[src/rtl/cov_pkg.sv]
// Shared definitions for both ends of the covariance engine: controller states and the
// packing of the strict upper triangle into a flat word list.
package cov_pkg;

    typedef enum logic [1:0] {
        ST_IDLE      = 2'd0,
        ST_START     = 2'd1,
        ST_WAIT_DONE = 2'd2,
        ST_STREAM    = 2'd3
    } state_t;

    localparam int N_DEFAULT = 4;
    localparam int NUM_UPPER = N_DEFAULT * (N_DEFAULT - 1) / 2;

    function automatic int num_upper(input int n);
        return n * (n - 1) / 2;
    endfunction

    // Row-major position of (r,c), r<c, among the upper-triangle words
    function automatic int upper_idx(input int n, input int r, input int c);
        return r * (2 * n - r - 1) / 2 + (c - r - 1);
    endfunction

    // Two's-complement negation that maps the most negative w-bit value to the most positive
    function automatic longint sat_neg(input longint x, input int w);
        longint lo;
        lo = -(longint'(1) <<< (w - 1));
        return (x == lo) ? (-lo - 1) : -x;
    endfunction

endpackage

[src/rtl/cov_matrix_reader_if.sv]
// Row-major Hermitian element stream toward the eigen-decomposition stage.
interface cov_matrix_reader_if #(
    parameter int N         = 4,
    parameter int ACC_WIDTH = 20
);
    localparam int RW = (N > 1) ? $clog2(N) : 1;

    logic                        om_valid;
    logic                        im_ready;
    logic signed [ACC_WIDTH-1:0] om_re;
    logic signed [ACC_WIDTH-1:0] om_im;
    logic [RW-1:0]               om_row;
    logic [RW-1:0]               om_col;
    logic                        om_last;

    modport master (output om_valid, om_re, om_im, om_row, om_col, om_last, input im_ready);
    modport slave  (input om_valid, om_re, om_im, om_row, om_col, om_last, output im_ready);
endinterface

[src/rtl/cov_elem_sel.sv]
// Combinational pick of element (row,col) from the captured packed result; the lower
// triangle is rebuilt as the saturated conjugate of its upper-triangle mirror.
module cov_elem_sel
    import cov_pkg::*;
#(
    parameter int  N         = 4,
    parameter int  ACC_WIDTH = 20,
    localparam int NU        = num_upper(N),
    localparam int RW        = (N > 1) ? $clog2(N) : 1,
    localparam int KW        = (NU > 1) ? $clog2(NU) : 1
) (
    input  logic [N*ACC_WIDTH-1:0]     i_cap_diag,
    input  logic [NU*ACC_WIDTH-1:0]    i_cap_q,
    input  logic [NU*ACC_WIDTH-1:0]    i_cap_i,
    input  logic [RW-1:0]              i_row,
    input  logic [RW-1:0]              i_col,
    output logic signed [ACC_WIDTH-1:0] o_re,
    output logic signed [ACC_WIDTH-1:0] o_im
);

    logic signed [ACC_WIDTH-1:0] w_diag [N];
    logic signed [ACC_WIDTH-1:0] w_q    [NU];
    logic signed [ACC_WIDTH-1:0] w_i    [NU];
    logic [KW-1:0]               w_k;

    for (genvar g = 0; g < N; g++) begin : g_diag
        assign w_diag[g] = i_cap_diag[g*ACC_WIDTH +: ACC_WIDTH];
    end

    for (genvar g = 0; g < NU; g++) begin : g_upper
        assign w_q[g] = i_cap_q[g*ACC_WIDTH +: ACC_WIDTH];
        assign w_i[g] = i_cap_i[g*ACC_WIDTH +: ACC_WIDTH];
    end

    always_comb begin
        w_k  = '0;
        o_re = '0;
        o_im = '0;
        if (i_row == i_col) begin
            o_re = w_diag[i_row];
        end else if (i_row < i_col) begin
            w_k  = KW'(upper_idx(N, int'(i_row), int'(i_col)));
            o_re = w_q[w_k];
            o_im = w_i[w_k];
        end else begin
            w_k  = KW'(upper_idx(N, int'(i_col), int'(i_row)));
            o_re = w_q[w_k];
            o_im = ACC_WIDTH'(sat_neg(longint'(w_i[w_k]), ACC_WIDTH));
        end
    end

endmodule

[src/rtl/cov_matrix_reader.sv]
// Requests one covariance matrix, captures the packed result on the done edge and streams it.
// IDLE: wait for ireq | START: ostart pulse | WAIT_DONE: await done edge or timeout | STREAM: emit N*N
module cov_matrix_reader
    import cov_pkg::*;
#(
    parameter int  N              = 4,
    parameter int  ACC_WIDTH      = 20,
    parameter int  TIMEOUT_CYCLES = 65535,
    localparam int NU             = num_upper(N),
    localparam int RW             = (N > 1) ? $clog2(N) : 1
) (
    input  logic                    iclk,
    input  logic                    irst,
    input  logic                    ireq,
    output logic                    ostart,
    input  logic                    icalu_done,
    input  logic                    iresult_valid,
    input  logic [N*ACC_WIDTH-1:0]  iresult_diag,
    input  logic [NU*ACC_WIDTH-1:0] iresult_upper_q,
    input  logic [NU*ACC_WIDTH-1:0] iresult_upper_i,
    cov_matrix_reader_if.master     m_if,
    output logic                    obusy,
    output logic                    otimeout
);

    localparam logic [RW-1:0] LAST_IDX = RW'(N - 1);

    state_t                      r_state, w_next_state;
    logic                        r_done_prev;
    logic [31:0]                 r_tmo_cnt, w_tmo_ord;
    logic [N*ACC_WIDTH-1:0]      r_cap_diag;
    logic [NU*ACC_WIDTH-1:0]     r_cap_q, r_cap_i;
    logic                        r_ostart, r_obusy, r_otimeout, r_om_valid, r_om_last;
    logic signed [ACC_WIDTH-1:0] r_om_re, r_om_im, w_sel_re, w_sel_im;
    logic [RW-1:0]               r_om_row, r_om_col, w_nrow, w_ncol;
    logic                        w_done, w_done_rise, w_xfer;
    logic                        w_capture, w_advance, w_finish, w_nlast;
    logic                        w_ostart_nxt, w_obusy_nxt, w_tmo_nxt;

    assign w_done      = icalu_done & iresult_valid;
    assign w_done_rise = w_done & ~r_done_prev;
    assign w_xfer      = r_om_valid & m_if.im_ready;

    always_ff @(posedge iclk) begin
        if (irst) r_state <= ST_IDLE;
        else      r_state <= w_next_state;
    end

    always_comb begin
        w_next_state = r_state;
        case (r_state)
            ST_IDLE:      if (ireq) w_next_state = ST_START;
            ST_START:     w_next_state = ST_WAIT_DONE;
            ST_WAIT_DONE: begin
                if (r_otimeout)       w_next_state = ST_IDLE;
                else if (w_done_rise) w_next_state = ST_STREAM;
            end
            ST_STREAM:    if (w_xfer && r_om_last) w_next_state = ST_IDLE;
            default:      w_next_state = ST_IDLE;
        endcase
    end

    // w_tmo_ord is the 1-based count of WAIT_DONE cycles the next cycle would be
    always_comb begin
        w_tmo_ord    = (r_state == ST_START) ? 32'd1 : r_tmo_cnt + 32'd1;
        w_ostart_nxt = (r_state == ST_IDLE) && (w_next_state == ST_START);
        w_obusy_nxt  = (w_next_state != ST_IDLE);
        w_tmo_nxt    = (TIMEOUT_CYCLES != 0) && (w_next_state == ST_WAIT_DONE)
                       && (w_tmo_ord == 32'(TIMEOUT_CYCLES));
        w_capture    = (r_state == ST_WAIT_DONE) && (w_next_state == ST_STREAM);
        w_advance    = (r_state == ST_STREAM) && w_xfer && !r_om_last;
        w_finish     = (r_state == ST_STREAM) && w_xfer && r_om_last;
        w_nrow       = r_om_row;
        w_ncol       = r_om_col + RW'(1);
        if (r_om_col == LAST_IDX) begin
            w_ncol = '0;
            w_nrow = r_om_row + RW'(1);
        end
        w_nlast      = (w_nrow == LAST_IDX) && (w_ncol == LAST_IDX);
    end

    cov_elem_sel #(
        .N         (N),
        .ACC_WIDTH (ACC_WIDTH)
    ) u_sel (
        .i_cap_diag (r_cap_diag),
        .i_cap_q    (r_cap_q),
        .i_cap_i    (r_cap_i),
        .i_row      (w_nrow),
        .i_col      (w_ncol),
        .o_re       (w_sel_re),
        .o_im       (w_sel_im)
    );

    // done_prev follows the level every cycle, so a level already high in START is no edge
    always_ff @(posedge iclk) begin
        if (irst) begin
            r_ostart    <= 1'b0;
            r_obusy     <= 1'b0;
            r_otimeout  <= 1'b0;
            r_done_prev <= 1'b0;
            r_tmo_cnt   <= '0;
            r_cap_diag  <= '0;
            r_cap_q     <= '0;
            r_cap_i     <= '0;
            r_om_valid  <= 1'b0;
            r_om_last   <= 1'b0;
            r_om_re     <= '0;
            r_om_im     <= '0;
            r_om_row    <= '0;
            r_om_col    <= '0;
        end else begin
            r_ostart    <= w_ostart_nxt;
            r_obusy     <= w_obusy_nxt;
            r_otimeout  <= w_tmo_nxt;
            r_done_prev <= w_done;
            if (r_state == ST_START || r_state == ST_WAIT_DONE) r_tmo_cnt <= w_tmo_ord;
            if (w_capture) begin
                r_cap_diag <= iresult_diag;
                r_cap_q    <= iresult_upper_q;
                r_cap_i    <= iresult_upper_i;
                r_om_valid <= 1'b1;
                r_om_row   <= '0;
                r_om_col   <= '0;
                r_om_re    <= iresult_diag[ACC_WIDTH-1:0];
                r_om_im    <= '0;
                r_om_last  <= (N == 1);
            end else if (w_advance) begin
                r_om_row   <= w_nrow;
                r_om_col   <= w_ncol;
                r_om_re    <= w_sel_re;
                r_om_im    <= w_sel_im;
                r_om_last  <= w_nlast;
            end else if (w_finish) begin
                r_om_valid <= 1'b0;
                r_om_last  <= 1'b0;
            end
        end
    end

    assign ostart       = r_ostart;
    assign obusy        = r_obusy;
    assign otimeout     = r_otimeout;
    assign m_if.om_valid = r_om_valid;
    assign m_if.om_re    = r_om_re;
    assign m_if.om_im    = r_om_im;
    assign m_if.om_row   = r_om_row;
    assign m_if.om_col   = r_om_col;
    assign m_if.om_last  = r_om_last;

endmodule

[src/flat_wrapper.sv]
// flat-port wrapper written by rule: the top's interface ports become plain ports
module cov_matrix_reader_flat import cov_pkg::*;
#(
    parameter int  N              = 4,
    parameter int  ACC_WIDTH      = 20,
    parameter int  TIMEOUT_CYCLES = 65535,
    localparam int NU             = num_upper(N),
    localparam int RW             = (N > 1) ? $clog2(N) : 1
)
  (iclk, irst, ireq, ostart, icalu_done, iresult_valid, iresult_diag, iresult_upper_q, iresult_upper_i, obusy, otimeout, m_if_om_valid, m_if_om_re, m_if_om_im, m_if_om_row, m_if_om_col, m_if_om_last, m_if_im_ready);
  cov_matrix_reader_if #(.N(N), .ACC_WIDTH(ACC_WIDTH)) m_if_i ();
  input  logic iclk;
  input  logic irst;
  input  logic ireq;
  output logic ostart;
  input  logic icalu_done;
  input  logic iresult_valid;
  input  logic [N*ACC_WIDTH-1:0] iresult_diag;
  input  logic [NU*ACC_WIDTH-1:0] iresult_upper_q;
  input  logic [NU*ACC_WIDTH-1:0] iresult_upper_i;
  output logic obusy;
  output logic otimeout;
  output wire logic [$bits(m_if_i.om_valid)-1:0] m_if_om_valid;
  output wire logic [$bits(m_if_i.om_re)-1:0] m_if_om_re;
  output wire logic [$bits(m_if_i.om_im)-1:0] m_if_om_im;
  output wire logic [$bits(m_if_i.om_row)-1:0] m_if_om_row;
  output wire logic [$bits(m_if_i.om_col)-1:0] m_if_om_col;
  output wire logic [$bits(m_if_i.om_last)-1:0] m_if_om_last;
  input wire logic [$bits(m_if_i.im_ready)-1:0] m_if_im_ready;
  assign m_if_om_valid = m_if_i.om_valid;
  assign m_if_om_re = m_if_i.om_re;
  assign m_if_om_im = m_if_i.om_im;
  assign m_if_om_row = m_if_i.om_row;
  assign m_if_om_col = m_if_i.om_col;
  assign m_if_om_last = m_if_i.om_last;
  assign m_if_i.im_ready = m_if_im_ready;
  cov_matrix_reader #(.N(N), .ACC_WIDTH(ACC_WIDTH), .TIMEOUT_CYCLES(TIMEOUT_CYCLES)) u_core (.iclk(iclk), .irst(irst), .ireq(ireq), .ostart(ostart), .icalu_done(icalu_done), .iresult_valid(iresult_valid), .iresult_diag(iresult_diag), .iresult_upper_q(iresult_upper_q), .iresult_upper_i(iresult_upper_i), .m_if(m_if_i), .obusy(obusy), .otimeout(otimeout));
endmodule
[config.mk]
export PLATFORM = sky130hd
export DESIGN_NAME = cov_matrix_reader_flat
export DESIGN_NICKNAME = d
export VERILOG_FILES = /design/src/rtl/cov_pkg.sv /design/src/rtl/cov_matrix_reader_if.sv /design/src/rtl/cov_elem_sel.sv /design/src/rtl/cov_matrix_reader.sv /design/src/flat_wrapper.sv
export SDC_FILE = /design/constraint.sdc
export NUM_CORES = 1
export LEC_CHECK = 0
export CELL_PAD_IN_SITES_DETAIL_PLACEMENT = 1
export CELL_PAD_IN_SITES_GLOBAL_PLACEMENT = 1
export CORE_MARGIN = 2
export CORE_UTILIZATION = 30
export CTS_CLUSTER_DIAMETER = 200
export CTS_CLUSTER_SIZE = 25
export DETAILED_ROUTE_END_ITERATION = 6
export PLACE_DENSITY = 0.72
export SLEW_MARGIN = 30
export SYNTH_ARGS = -nofsm -noshare
export SYNTH_HDL_FRONTEND = slang
export SYNTH_HIERARCHICAL = 1
export SYNTH_SLANG_ARGS = --single-unit
[constraint.sdc]
create_clock -name iclk -period 7.1 [get_ports iclk]
set_input_delay 1.42 -clock iclk [delete_from_list [all_inputs] [get_ports iclk]]
set_output_delay 1.42 -clock iclk [all_outputs]
set_load 0.01 [all_outputs]
==> flow_summary.yaml <==
route:
  drc: 1
  dr.first_iter.drc_count: 1290
  vias: 20085
  ant_nets: 0
  routed-wl-met3_um: 3420
  wl_met1_um: 32900
  firstDrtPassIters: 7
  highest_layer: "met5"
  wl_met2_um: 41900
  via_per_inst: 5.26
  wl_per_cell_um: 21.1
  drt_wl_total_um: 80600
floorplan:
  dieHeight_um: 271
  die_area_um2: 73500
  start_util_pct: 30.5
  num_rows: 97
  core_um2: 70300
  io_pins: 375
  dieWidth_um: 271
cts:
  cts.path.max_buffers: 3
  cts-htree-levels: 1
  clkTransAtPathRegs_ns: 0.11
  clk_latency_ns: 0.58
  clkSinkCount: 404
  cts_buffers: 20
  post_cts_buffers: 0
  ctsResizeCount: 0
  cts_hold_buffers: 0
  cts_tree: "built"
  clk_root_buffer_cell: "clkbuf_16"
grt:
  grt_remaining_overflow: 0
  grt_pass1_wl_um: 123000
  grt_max_degree: 217
  antenna_found_initial: 3
  track_usage_pct: 21.1
  grt_pass1_vias: 21128
setup_path:
  critical_path_class: "reg2reg"
  worstPathRequired_ns: 7.59
  r2r_cells: 21
  cp.arrival_ns: 6.56
  critical_path.max_fanout: 20
  cp-end-kind: "register"
  start_kind: "register"
cells_and_area:
  nets: 3230
  layout_commonest_cell: "nand2_1"
  syn_to_final_growth_pct: 22.3
  final_util_pct: 37.2
  final_cell_mix: "855 x nand2_1, 447 x a21oi_1, 404 x dfxtp_1"
  n_antenna_cell: 0
  drive_above_1_share_pct: 7.37
  stdcell_area_um2: 26200
  multi_input_area_um2: 12300
  fillers: 8269
  ff_latch_area_um2: 8090
placement:
  place_area_um2: 25600
  routabilityCongestion: 0.876
  dp_hpwl_um: 58500
  io_buffers: 374
sta:
  drv_slew: 0
  timing.final.crit_share_pct: 85.6
  worstMarginPinSlew_ns: 0.961
  rsz0062_at_grt: "false"
  holdWs_ns: 0.459
  hold_viol: 0
  setup-tns-final_ns: 0
  setup_viol: 0
  min_period_ns: 6.08
  clock_skew_ns: 0.0351
  max_freq_mhz: 165
  maxSlewHeadroom_pct: 35.9
pwr:
  swShare_pct: 23.1
  switching_power_w: 0.000899
  p_int_w: 0.00299
  combPwrFrac_pct: 7.5
  power.density_nw_per_um2: 148
  ir_drop_mv: 0.139
  clock_power_share_pct: 33.9
  pwr-share-seq_pct: 58.5
  p_leak_nw: 8.64
flow_run:
  maxCapViolCount: 0
synth:
  yosysWarnings: 6
  synth-edff-count: 0
  syn_area_um2: 21400
  seq_area_frac_synth_pct: 37.8
  synth_ff_type: "dfxtp_1"
  syn_area_per_cell_um2: 7.96
  synth_nets: 3043
  synth_seq_cells: 404
  syn_inst: 2689
  synth_async_sr_flop_share_pct: 0
  synth_cell_types: 74
status:
  violations: "DRC"
  status: "finished, violations left"
hold_path:
  hold_class: "reg2reg"
  hold_depth: 2
[synthesized netlist by cell type (5+ instances only)]
cell / instances / area (um^2)
nand2b_1: 5 / 31.3
a21oi_1: 447 / 2240
a221oi_1: 9 / 78.8
buf_6: 5 / 56.3
nand3_1: 37 / 185
xor2_1: 14 / 123
a211oi_2: 8 / 100
buf_2: 91 / 455
nand4_1: 15 / 93.8
a21o_1: 7 / 52.6
mux2_2: 33 / 372
buf_1: 8 / 30.0
nor2b_1: 22 / 138
and2_1: 6 / 37.5
nor4_1: 12 / 75.1
o21ai_0: 73 / 365
a211oi_1: 25 / 188
and3_1: 12 / 75.1
a31oi_1: 23 / 144
dfxtp_1: 404 / 8090
a2111oi_0: 20 / 175
nor2_1: 70 / 263
clkbuf_1: 117 / 439
inv_1: 18 / 67.6
buf_4: 10 / 75.1
o31a_1: 6 / 52.6
xnor2_1: 28 / 245
ha_1: 24 / 300
nor3_1: 42 / 210
mux4_2: 77 / 1730
mux2i_1: 83 / 831
nand2_1: 855 / 3210
[critical path, stage by stage (launching register included)]
cell	delay, ns
dfxtp_1	0.39
ha_1	0.33
nor2_1	0.43
inv_1	0.25
ha_1	0.38
xnor2_1	0.32
and2_1	0.19
ha_1	0.24
ha_1	0.21
xor2_1	0.15
xnor2_1	0.24
xor3_1	0.66
buf_4	0.32
nor3_1	0.07
a21oi_1	0.19
ha_1	0.37
nand3_2	0.20
nor3_4	0.30
a21boi_4	0.22
a211oi_1	0.27
nand2_1	0.08
a21oi_1	0.15
[power by group through the flow]
stage	combinational, W	sequential, W	clock (W)
3_3_place_gp	0.000291	0.00233	0
3_5_place_dp	0.000294	0.00233	0
5_1_grt	0.000314	0.00228	0.00144
4_1_cts	0.000296	0.00227	0.00138
2_1_floorplan	0.0000736	0.00233	0
6_report	0.000293	0.00227	0.00132
[final cells by class]
class                   instances  share of cell area, %
well taps                     940                   4.49
repair buffers                397                   15.2
flip-flops and latches        404                   30.9
clock inverters                 1                  0.115
multi-input cells            2034                   47.0
clock buffers                  21                   2.01
inverters                      19                  0.273
[path summary, 6_finish.rpt]
path | to | slack, ns | start
min reg2reg | u_core/r_cap_diag[51] | 0.46 | u_core/r_cap_diag[51]
max reg2reg | u_core/m_if.om_im[5] | 1.02 | u_core/m_if.om_col[0]
min | u_core/r_cap_diag[51] | 0.46 | u_core/r_cap_diag[51]
max | u_core/m_if.om_im[5] | 1.02 | u_core/m_if.om_col[0]
[metal layers]
layer | GRT usage, % | vias up
li1 | - | 9611
met1 | 25.2 | 9925
met2 | 39.4 | 441
met3 | 2.84 | 102
met4 | 5.74 | 6
met5 | 0 | -
[state kept, by name, indices dropped and copies added (netlist names)]
name,cells
u_core/r_cap_i,120
u_core/ostart,1
u_core/otimeout,1
u_core/m_if.om_im,20
u_core/r_tmo_cnt,32
u_core/m_if.om_re,20
u_core/m_if.om_col,2
u_core/r_done_prev,1
u_core/r_state,2
u_core/m_if.om_last,1
u_core/r_cap_q,120
u_core/m_if.om_row,2
u_core/obusy,1
u_core/r_cap_diag,80
u_core/m_if.om_valid,1
[metrics by stage]
stage                     instances  worst slack, ns  total power [W]
after detailed placement       3793             1.08          0.00262
after global placement         3793             1.18          0.00262
after CTS                      3815             1.02          0.00395
final                          3816             1.02          0.00388
after floorplan                2689             1.25          0.00240
after global routing           3816            0.582          0.00403
[kinds of logic after synthesis]
family	Yosys count	synth area share, %
and+or+nand+nor	1114	21.8
AOI/OAI and AO/OA	648	17.1
DFF	404	37.8
buffers and inverters	251	5.29
muxes	199	14.2
xor gates and xnor gates	45	2.04
adders and majority gates	28	1.78
Power figures use the tool's default switching activity.
